### src/rtl/toi2s_pkg.sv
// Shared definitions for the S/PDIF -> I2S output path: FSM state codes and
// default sequencing times for the amp/DAC power/mute sequencer.
package toi2s_pkg;

    typedef enum logic [2:0] {
        ST_OFF      = 3'd0,
        ST_QUALIFY  = 3'd1,
        ST_POWERUP  = 3'd2,
        ST_PLAY     = 3'd3,
        ST_SHUTDOWN = 3'd4
    } state_t;

    localparam int unsigned DEF_LOCK_HOLD   = 65536;
    localparam int unsigned DEF_SETTLE      = 262144;
    localparam int unsigned DEF_MUTE_HOLD   = 4096;
    localparam int unsigned DEF_ACT_TIMEOUT = 1024;
    localparam int unsigned DEF_CNT_W       = 20;

    localparam logic [7:0]  DROP_MAX        = 8'hFF;

endpackage

### src/rtl/audio_out_sequencer_watchdog.sv
// Line-activity watchdog: reports loss of signal once ACT_TIMEOUT cycles pass
// without an S/PDIF transition. Comes out of reset in the "no activity" state.
module activity_watchdog #(
    parameter int unsigned ACT_TIMEOUT = 1024,
    parameter int unsigned WIDTH       = $clog2(ACT_TIMEOUT + 1)
) (
    input  logic clk_in,
    input  logic reset,
    input  logic edgedetect,
    output logic act_ok
);

    localparam logic [WIDTH-1:0] LP_SAT = WIDTH'(ACT_TIMEOUT);

    logic [WIDTH-1:0] r_act_cnt;

    // Cycles since the last line transition, saturating at the timeout.
    always_ff @(posedge clk_in or posedge reset) begin
        if (reset) begin
            r_act_cnt <= LP_SAT;
        end else if (edgedetect) begin
            r_act_cnt <= '0;
        end else if (r_act_cnt != LP_SAT) begin
            r_act_cnt <= r_act_cnt + 1'b1;
        end
    end

    assign act_ok = (r_act_cnt < LP_SAT);

endmodule

### src/rtl/audio_out_sequencer.sv
// Pop-free power/mute sequencer for the external amp/DAC. Enables the analog
// stage before unmuting and mutes it before disabling, driven by decoder lock
// and line activity.
module audio_out_sequencer
    import toi2s_pkg::*;
#(
    parameter int unsigned LOCK_HOLD   = DEF_LOCK_HOLD,
    parameter int unsigned SETTLE      = DEF_SETTLE,
    parameter int unsigned MUTE_HOLD   = DEF_MUTE_HOLD,
    parameter int unsigned ACT_TIMEOUT = DEF_ACT_TIMEOUT,
    parameter int unsigned CNT_W       = DEF_CNT_W
) (
    input  logic       clk_in,
    input  logic       reset,
    input  logic       audio_locked,
    input  logic       edgedetect,
    input  logic       force_mute,
    output logic       nenable_out,
    output logic       nmute_out,
    output logic [2:0] state_out,
    output logic [7:0] drop_count
);

    localparam logic [CNT_W-1:0] LP_LOCK_END   = CNT_W'(LOCK_HOLD - 1);
    localparam logic [CNT_W-1:0] LP_SETTLE_END = CNT_W'(SETTLE - 1);
    localparam logic [CNT_W-1:0] LP_MUTE_END   = CNT_W'(MUTE_HOLD - 1);

    logic             w_act_ok;
    logic             w_good;
    logic             w_drop_evt;
    logic             w_nen_d;
    logic             w_nmute_d;
    state_t           r_state;
    state_t           w_next;
    logic [CNT_W-1:0] r_cnt;
    logic             r_nen;
    logic             r_nmute;
    logic [7:0]       r_drops;

    activity_watchdog #(
        .ACT_TIMEOUT (ACT_TIMEOUT)
    ) u_watchdog (
        .clk_in     (clk_in),
        .reset      (reset),
        .edgedetect (edgedetect),
        .act_ok     (w_act_ok)
    );

    assign w_good     = audio_locked & w_act_ok;
    assign w_drop_evt = (r_state == ST_PLAY) & ~w_good;

    // State register and phase timer; the timer restarts on every state change.
    always_ff @(posedge clk_in or posedge reset) begin
        if (reset) begin
            r_state <= ST_OFF;
            r_cnt   <= '0;
        end else begin
            r_state <= w_next;
            r_cnt   <= (w_next != r_state) ? '0 : r_cnt + 1'b1;
        end
    end

    // Next-state logic; loss of "good" wins over timer expiry.
    always_comb begin
        w_next = r_state;
        case (r_state)
            ST_OFF: begin
                if (w_good) w_next = ST_QUALIFY;
            end
            ST_QUALIFY: begin
                if (!w_good)                   w_next = ST_OFF;
                else if (r_cnt == LP_LOCK_END) w_next = ST_POWERUP;
            end
            ST_POWERUP: begin
                if (!w_good)                     w_next = ST_SHUTDOWN;
                else if (r_cnt == LP_SETTLE_END) w_next = ST_PLAY;
            end
            ST_PLAY: begin
                if (!w_good) w_next = ST_SHUTDOWN;
            end
            ST_SHUTDOWN: begin
                if (r_cnt == LP_MUTE_END) w_next = ST_OFF;
            end
            default: w_next = ST_SHUTDOWN;
        endcase
    end

    // Pin decode of the upcoming state, so registered pins track the state register.
    always_comb begin
        w_nen_d   = 1'b1;
        w_nmute_d = 1'b0;
        case (w_next)
            ST_POWERUP, ST_SHUTDOWN: w_nen_d = 1'b0;
            ST_PLAY: begin
                w_nen_d   = 1'b0;
                w_nmute_d = ~force_mute;
            end
            default: begin
                w_nen_d   = 1'b1;
                w_nmute_d = 1'b0;
            end
        endcase
    end

    // Registered amp pins; reset forces disabled and muted at once.
    always_ff @(posedge clk_in or posedge reset) begin
        if (reset) begin
            r_nen   <= 1'b1;
            r_nmute <= 1'b0;
        end else begin
            r_nen   <= w_nen_d;
            r_nmute <= w_nmute_d;
        end
    end

    // Saturating count of signal drops while playing.
    always_ff @(posedge clk_in or posedge reset) begin
        if (reset) begin
            r_drops <= '0;
        end else if (w_drop_evt && (r_drops != DROP_MAX)) begin
            r_drops <= r_drops + 1'b1;
        end
    end

    assign nenable_out = r_nen;
    assign nmute_out   = r_nmute;
    assign state_out   = r_state;
    assign drop_count  = r_drops;

endmodule
### config.mk
export PLATFORM = sky130hd
export DESIGN_NAME = audio_out_sequencer
export DESIGN_NICKNAME = d
export VERILOG_FILES = /design/src/rtl/toi2s_pkg.sv /design/src/rtl/audio_out_sequencer_watchdog.sv /design/src/rtl/audio_out_sequencer.sv
export SDC_FILE = /design/constraint.sdc
export NUM_CORES = 1
export LEC_CHECK = 0
export CAP_MARGIN = 20
export CORE_MARGIN = 1.5
export CORE_UTILIZATION = 62
export DETAILED_ROUTE_END_ITERATION = 8
export GPL_TIMING_DRIVEN = 0
export PLACE_DENSITY = 0.94
export SYNTH_ARGS = -nofsm -noshare
export SYNTH_HDL_FRONTEND = slang
export SYNTH_SLANG_ARGS = --single-unit
### constraint.sdc
create_clock -name clk_in -period 5.4 [get_ports clk_in]
set_input_delay 1.08 -clock clk_in [delete_from_list [all_inputs] [get_ports clk_in]]
set_output_delay 1.08 -clock clk_in [all_outputs]
set_load 0.02 [all_outputs]
== After elaboration in Yosys (flattened, before gate mapping) ==
Index checks and enable logic that the tools add are counted.

* Register bits: 44
* Latch bits: 0
* Memory bits (writable): 0
* Memory bits (read-only): 0
* Bits of input ports: 5
* Output and inout bits: 13
* Logic and storage cells: 44
* Memories kept: 0

* Add/subtract/negate cells: 3
* Multipliers: 0
* Divide/modulo/power cells: 0
* $lt $le $gt $ge: 1
* Equal/unequal tests: 13
* Shifts and indexed selects: 0
* Multiplexer cells: 13
* Bitwise logic cells: 4
* Reduce and logical (&&, ||, !) cells: 4

{| class="wikitable"
|+ Operator list
! cell !! count
|-
| $mux 11 || 2
|-
| $mux 3 || 7
|-
| $add 20x1->20 const B || 1
|-
| $eq 20x12->1 const B || 1
|-
| $eq 20x16->1 const B || 1
|-
| $eq 20x18->1 const B || 1
|-
| $mux 20 || 1
|-
| $pmux 3 s5 || 1
|-
| $eq 3x2->1 const B || 4
|-
| $add 11x1->11 const B || 1
|-
| $lt 11x11->1 const B || 1
|-
| $ne 11x11->1 const B || 1
|-
| $add 8x1->8 const B || 1
|-
| $ne 8x8->1 const B || 1
|-
| $eq 3x3->1 const B || 2
|-
| $eq 3x1->1 const B || 1
|-
| $logic_not 3->1 || 1
|-
| $ne 3x3->1 || 1
|-
| $reduce_or 3->1 || 1
|-
| $and 1x1->1 || 2
|-
| $mux 1 || 2
|-
| $not 1->1 || 2
|-
| $reduce_bool 2->1 || 1
|-
| $logic_and 1x1->1 || 1
|}

== Logic depth before layout (Yosys ltp) ==
Gate-level depths: netlist (run 1).

* Depth after elaboration: 7
* Gate-level depth with buffers: 7
* Mapped depth without buffers: 6

== Hierarchy ==
A second synthesis (run 1) with hierarchy kept.

* Cells, all modules: 226
* Area, all modules: 2274.7 um2

{| class="wikitable"
|+ Modules (own cells, without submodules)
! module !! instances !! cells an instance !! area an instance (um2) !! seq. area each (um2)
|-
| audio_out_sequencer || 1 || 162 || 1667.8 || 827.0
|-
| activity_watchdog || 1 || 64 || 606.8 || 276.5
|}

== Worst setup path after synthesis (run 1) ==
Ideal clock, no wire load.

* Path type: input -> register
* Start point: input audio_locked
* End point: register r_cnt[11]
* Setup time: 0.071 ns
* Data arrival time: 2.125 ns
* Data required time: 5.329 ns
* Slack: 3.203 ns
* Stages on the path: 6
* Path through: nor3b_4 > xnor2_1 > a21o_1 > o21bai_4 > buf_6 > nor2_1

* Word-level cells in the longest chain between the ends: 5
* Elaborated cells on any way between the ends: 8
* Classes of those cells: eq/ne (1); mux (6); bitwise (1)

{| class="wikitable"
|+ RTL lines
! what !! RTL line !! RTL
|-
| from (decl) || audio_out_sequencer.sv:15 || <nowiki>input logic audio_locked,</nowiki>
|-
| $and 1x1->1 (*) || audio_out_sequencer.sv:49 || <nowiki>assign w_good = audio_locked & w_act_ok;</nowiki>
|-
| $mux 3 (on tied branches) || - ||
|-
| $pmux 3 s5 (*) || audio_out_sequencer.sv:66 || <nowiki>case (r_state)</nowiki>
|-
| $ne 3x3->1 (*) || audio_out_sequencer.sv:59 || <nowiki>r_cnt <= (w_next != r_state) ? '0 : r_cnt + 1'b1;</nowiki>
|-
| $mux 20 (*) || audio_out_sequencer.sv:59 ||
|-
| to (signal assigned) || audio_out_sequencer.sv:59 ||
|-
| to (decl) || audio_out_sequencer.sv:35 || <nowiki>logic [CNT_W-1:0] r_cnt;</nowiki>
|}

Mark *: on every way between the ends. The rest lies on a longest branch, timed or not.
A chain may end at the register's enable or synchronous reset.

== Final worst setup path (run 1) ==
* Start point: register r_state[2] (netlist: state_out[2])
* End point: output state_out[2]

{| class="wikitable"
|+ RTL lines
! what !! RTL line !! RTL
|-
| from (decl) || audio_out_sequencer.sv:33 || <nowiki>state_t r_state;</nowiki>
|-
| from (signal assigned) || audio_out_sequencer.sv:58 || <nowiki>r_state <= w_next;</nowiki>
|-
| to (decl) || audio_out_sequencer.sv:20 || <nowiki>output logic [2:0] state_out,</nowiki>
|}

No word-level cell between the ends.

==> impl_metrics.tcl, run 1 <==
set metrics [dict create \
    ys_seq_elements 44 \
    synth_area_mm2 0.002232 \
    die-area_mm2 0.003969 \
    finClkSkew_ps 13.92 \
    grt_pass1_vias 1632 \
    synth-seq-area-share_pct 49.44 \
    start_util_pct 65.85 \
    layout_commonest_cell "dfrtp_1" \
    num_io_pins 18 \
    hold_depth 1 \
    min_path_type "reg2reg" \
    rsz0062_at_grt "false" \
    row_count 21 \
    die_x_um 63 \
    syn_nets 229 \
    drive_gt1_share_pct 9.388 \
    clk_pin_slew_worst_paths_ps 120 \
    worstMarginPinSlew_ps 862.1 \
    final_cells 291 \
    place_ws_ps 2471 \
    cts.sinks 44 \
    cp_slowest_cell "clkdlybuf4s50_1" \
    finalHoldViolCount 0 \
    worstSetupEndpointType "output pin" \
    max_stage_delay_ps 670 \
    arrival_ps 1570 \
    regArea_mm2 0.001104 \
    p_per_area_mw_per_mm2 215.8 \
    via_per_inst 5.495 \
    clk_latency_ps 360 \
    syn_inst 220 \
    area_growth_pct 12.84 \
    final_util_pct 74.31 \
    yosys_warnings 0 \
    place_inst 283 \
    r2r_slack_ps 3440 \
    maxCapViolations 0 \
    die_y_um 63 \
    status "complete, no violations" \
    synth.distinct_cells 40 \
    grt_start_max_net_pins 45 \
    grt_pass1_wl_um 7058 \
    numPortBuffers 17 \
    cts_tree "yes" \
    cts.htree.levels 2 \
    period_minus_slack_ps 2655 \
    ir_drop_uv 136.4 \
    power_leakage_nw 1.090 \
    cp_max_fo 7 \
    fin_nets 253 \
    first_pass_iters 4 \
    final_cell_mix "dfrtp_1 (42), nor2_1 (38), nand2_1 (21), xor2_1 (18), clkdlybuf4s50_1 (17)" \
    setup_tns_ps 0 \
    multi_input_area_mm2 0.001080 \
    cp_num_cells 1 \
    cp.required_ps 4320 \
    cp_top_family "buffers and inverters" \
    slew_viol_final 0 \
    syn_area_per_cell_um2 10.15 \
    grt-ovfl-total 0 \
    nFillCells 230 \
    hpwlAfterDp_um 2915 \
    timing.rr.start "r_cnt[16]" \
    coreArea_mm2 0.003390 \
    drc_errors 0 \
    crit_chain "clkdlybuf4s50_1" \
    drt_iter0_markers 79 \
    post_cts_buffers 0 \
    setup_slack_ps 2745 \
    timing.critical_path.to "state_out[2]" \
    root_buffer "clkbuf_4" \
    grt_use_total_pct 23.30 \
    dr_total_vias 1599 \
    cts_buffer_depth 2 \
    critPathBufInv 1 \
    r2r_end "r_cnt[11]" \
    synth-async-reset-ratio_pct 100.0 \
    ys.flop_type "dfrtp_1" \
    cp-start-kind "flop" \
    numCtsBuffers 5 \
    synth-edff-count 0 \
    drt_wl_total_um 3982 \
    routedWlPerCell_um 13.68 \
    setup.worst_path.start "state_out[2]" \
    finalCritPeriodShare_pct 49.17 \
    ant_nets 0 \
    path_class "reg2out" \
    max_slew_margin_pct 42.44 \
    ctsResizeCount 0 \
    antenna_found_initial 0 \
    fmax_ghz 0.3767 \
    cts_hold_buf 0 \
    diodes 0 \
    whs_ps 498.2 \
    setup_violations 0 \
    globalplace.congestion 0.7977 \
    worst_r2r_path_depth 6 \
]
==> cell type report <==
cell class / instances / area share, %
multi-input combinational: 165 / 42.87
buffer: 4 / 0.8942
sequential: 44 / 43.82
inverter: 7 / 1.043
clock buffer: 8 / 2.335
tap: 46 / 2.285
timing repair buffer: 17 / 6.756
==> cells in the mapped netlist (all sizes together), types with 2 or more instances <==
master	number	area share (%)
nand2b	3	0.84
xnor2	14	5.5
inv	7	1.2
nand3	13	2.9
o21bai	2	1.2
a21oi	8	1.8
ha	4	2.2
nor2	38	6.4
nor3	10	2.5
nand2	21	3.5
nor4	2	0.84
or3	2	0.78
dfrtp	42	47
and3	4	1.1
nand4b	2	0.78
clkbuf	3	0.50
xor2	18	7.1
dfstp	2	2.4
nand4	8	3.2
mux2	2	1.0
nand3b	2	0.67
==> sequential cells by signal, indices dropped and copies added (netlist names) <==
name	count
nmute_out	1
r_cnt	20
state_out	3
u_watchdog.r_act_cnt	11
nenable_out	1
drop_count	8
==> worst min-delay path by stage <==
stage	slack [ps]	start	end
3_3_place_gp	460	r_cnt[0]	r_cnt[0]
2_1_floorplan	440	r_cnt[0]	r_cnt[0]
4_1_cts	490	r_cnt[0]	r_cnt[0]
5_1_grt	530	r_cnt[0]	r_cnt[0]
6_report	500	r_cnt[0]	r_cnt[0]
3_5_place_dp	470	r_cnt[0]	r_cnt[0]
==> stage by stage <==
step | cell area [um2] | total power, mW
final | 2519 | 0.5435
after global routing | 2519 | 0.5669
after CTS | 2519 | 0.5493
after detailed placement | 2460 | 0.3880
after global placement | 2460 | 0.3863
after floorplan | 2232 | 0.3759
==> power by group <==
part           internal (mW)  switching (mW)
logic                 0.0160          0.0231
clock network         0.0643          0.0979
registers              0.335         0.00668
==> cells by family after synthesis <==
family | count (synthesis) | share of synthesized area (%)
buf+inv | 11 | 2.186
compound gates | 15 | 5.606
simple gates | 112 | 26.96
xor+xnor | 32 | 12.56
mux | 2 | 1.009
flops | 44 | 49.44
fa+ha+maj | 4 | 2.242
==> routing by layer <==
layer | vias up | global-route usage, % | wire length (um)
met1 | 768 | 26.57 | 1708
li1 | 795 | - | -
met4 | 0 | 12.22 | 97
met5 | - | 0 | 0
met2 | 26 | 41.09 | 2073
met3 | 10 | 4.505 | 103
Power figures use the tool's default switching activity.
==> run 2, diff against run 1 <==
CORE_UTILIZATION = 57   (was 62)
PLACE_DENSITY = 0.88   (was 0.94)
clock period = 2.75 ns   (was 5.4 ns; I/O delays follow)
==> run 2 against run 1 <==
- final area increased by 2.8%
- flip-flop and latch count unchanged
- non-clock buffer count unchanged
- total power increased by 140%
- routed wire length increased by 11%
- sequential power increased by 96%
- utilization decreased by 4.6 points
- largest cell class unchanged
==> impl_metrics.tcl, run 2 (synthesis gave the netlist of run 1 again) <==
set metrics [dict create \
    status "complete, no violations" \
    cts.htree.levels 2 \
    area_growth_pct 15.98 \
    numCtsBuffers 5 \
    cp.required_ps 2930 \
    ctsResizeCount 0 \
    timing.rr.start "r_cnt[16]" \
    grt_start_max_net_pins 45 \
    fin_nets 253 \
    min_from "r_cnt[0]" \
    setup_violations 0 \
    place_inst 285 \
    cts_tree "yes" \
    drt_iter0_markers 109 \
    drt_wl_total_um 4419 \
    clk_pin_slew_worst_paths_ps 80 \
    die_x_um 65.58 \
    max_flop_register "r_cnt" \
    path_class "in2reg" \
    period_minus_slack_ps 2140 \
    arrival_ps 2320 \
    final_util_pct 69.66 \
    min_to "r_cnt[0]" \
    worst_r2r_path_depth 6 \
    post_cts_buffers 0 \
    layout_commonest_cell "dfrtp_1" \
    setup_tns_ps 0 \
    start_util_pct 60.07 \
    ir_drop_uv 417.4 \
    maxCapViolations 0 \
    hpwlAfterDp_um 2956 \
    finalHoldViolCount 0 \
    final_cells 293 \
    row_count 22 \
    numPortBuffers 17 \
    cp_max_fo 10 \
    grt_pass1_vias 1646 \
    worstSetupEndpointType "flop" \
    die_y_um 65.58 \
    r2r_slack_ps 760 \
    clk_latency_ps 310 \
    p_per_area_mw_per_mm2 499.0 \
    num_io_pins 18 \
    drc_errors 0 \
    fmax_ghz 0.4672 \
    power_leakage_nw 1.122 \
    r2r_end "r_cnt[9]" \
    cts.sinks 44 \
    antenna_found_initial 0 \
    final_cell_mix "dfrtp_1 (42), nor2_1 (38), nand2_1 (21), xor2_1 (18), clkdlybuf4s50_1 (17)" \
    finalCritPeriodShare_pct 77.83 \
    max_slew_margin_pct 39.62 \
    rsz0062_at_grt "false" \
    coreArea_mm2 0.003716 \
    worstMarginPinSlew_ps 904.4 \
    cp_slowest_cell "clkdlybuf4s50_1" \
    first_pass_iters 4 \
    diodes 0 \
    cp-start-kind "primary input" \
    grt_pass1_wl_um 7596 \
    cts_buffer_depth 2 \
    setup.worst_path.start "audio_locked" \
    min_path_type "reg2reg" \
    crit_chain "clkdlybuf4s50_1 -> nor3b_4 -> xnor2_1 -> a21o_1 -> o21bai_4 -> buf_6 -> nor2_1" \
    die-area_mm2 0.004301 \
    ant_nets 0 \
    finClkSkew_ps 13.84 \
    routedWlPerCell_um 15.08 \
    nFillCells 271 \
    grt-ovfl-total 0 \
    slew_viol_final 0 \
    hold_depth 1 \
    via_per_inst 5.587 \
    largest_register_ffs 20 \
    globalplace.congestion 0.7803 \
    max_stage_delay_ps 480 \
    grt_use_total_pct 23.24 \
    drive_gt1_share_pct 10.20 \
    dr_total_vias 1637 \
    cts_hold_buf 0 \
    root_buffer "clkbuf_8" \
]
-- run 2: changes by cell type in the layout (fill, tap and decap cells not counted) --
| cell | previous run | this run |
|---|---|---|
| clkbuf_8 | 1 | 7 |
| bufinv_16 | 0 | 1 |
| clkbuf_1 | 5 | 3 |
| clkbuf_4 | 5 | 0 |
-- run 2: how the worst max path moves through the flow --
stage | to | slack (ps) | cells past startpoint
floorplan | r_cnt[11] | 960 | 6
global placement | r_cnt[1] | 340 | 2
detailed placement | r_cnt[9] | 340 | 7
CTS | r_cnt[9] | 640 | 7
global route | r_cnt[9] | 530 | 7
finish | r_cnt[9] | 610 | 7
-- run 2: worst max-delay path: cells and delay by family --
kind,cells,cell delay [ps]
compound gates,2,460
xor+xnor,1,280
buf+inv,2,640
simple gates,2,390
-- run 2: layer usage --
metal,track usage (%),vias to the layer above,wire (um),part of all wire (%)
met5,0,-,0,0
met4,8.333,0,74,1.7
met3,4.966,9,149,3.4
met2,39.80,37,2265,51
met1,28.96,793,1929,44
li1,-,798,-,-
-- run 2: final cells by class --
cell class | count | area (um2) | share of cell area [%]
Inverter | 7 | 26.28 | 1.015
Clock buffer | 7 | 96.34 | 3.722
Clock inverter | 1 | 30.03 | 1.160
Multi-Input combinational cell | 165 | 1080 | 41.71
Timing Repair Buffer | 17 | 170.2 | 6.573
Buffer | 4 | 22.52 | 0.8700
Sequential cell | 44 | 1104 | 42.63
Tap cell | 48 | 60.06 | 2.320
-- run 2: power by group --
part           internal (mW)  total (mW)  switching [mW]
Sequential             0.659       0.671          0.0127
Combinational         0.0314      0.0784          0.0470
Clock                  0.321       0.542           0.222
-- run 2: metrics by stage --
step	worst slack (ps)	hold WS [ps]	total power, mW	cell area (um2)
after floorplan	960.5	443.4	0.7382	2232
after global placement	340.2	466.9	0.7592	2462
after detailed placement	341.4	476.6	0.7623	2462
after CTS	643.0	488.7	1.300	2589
after global routing	531.4	521.7	1.341	2589
final	609.7	490.1	1.292	2589
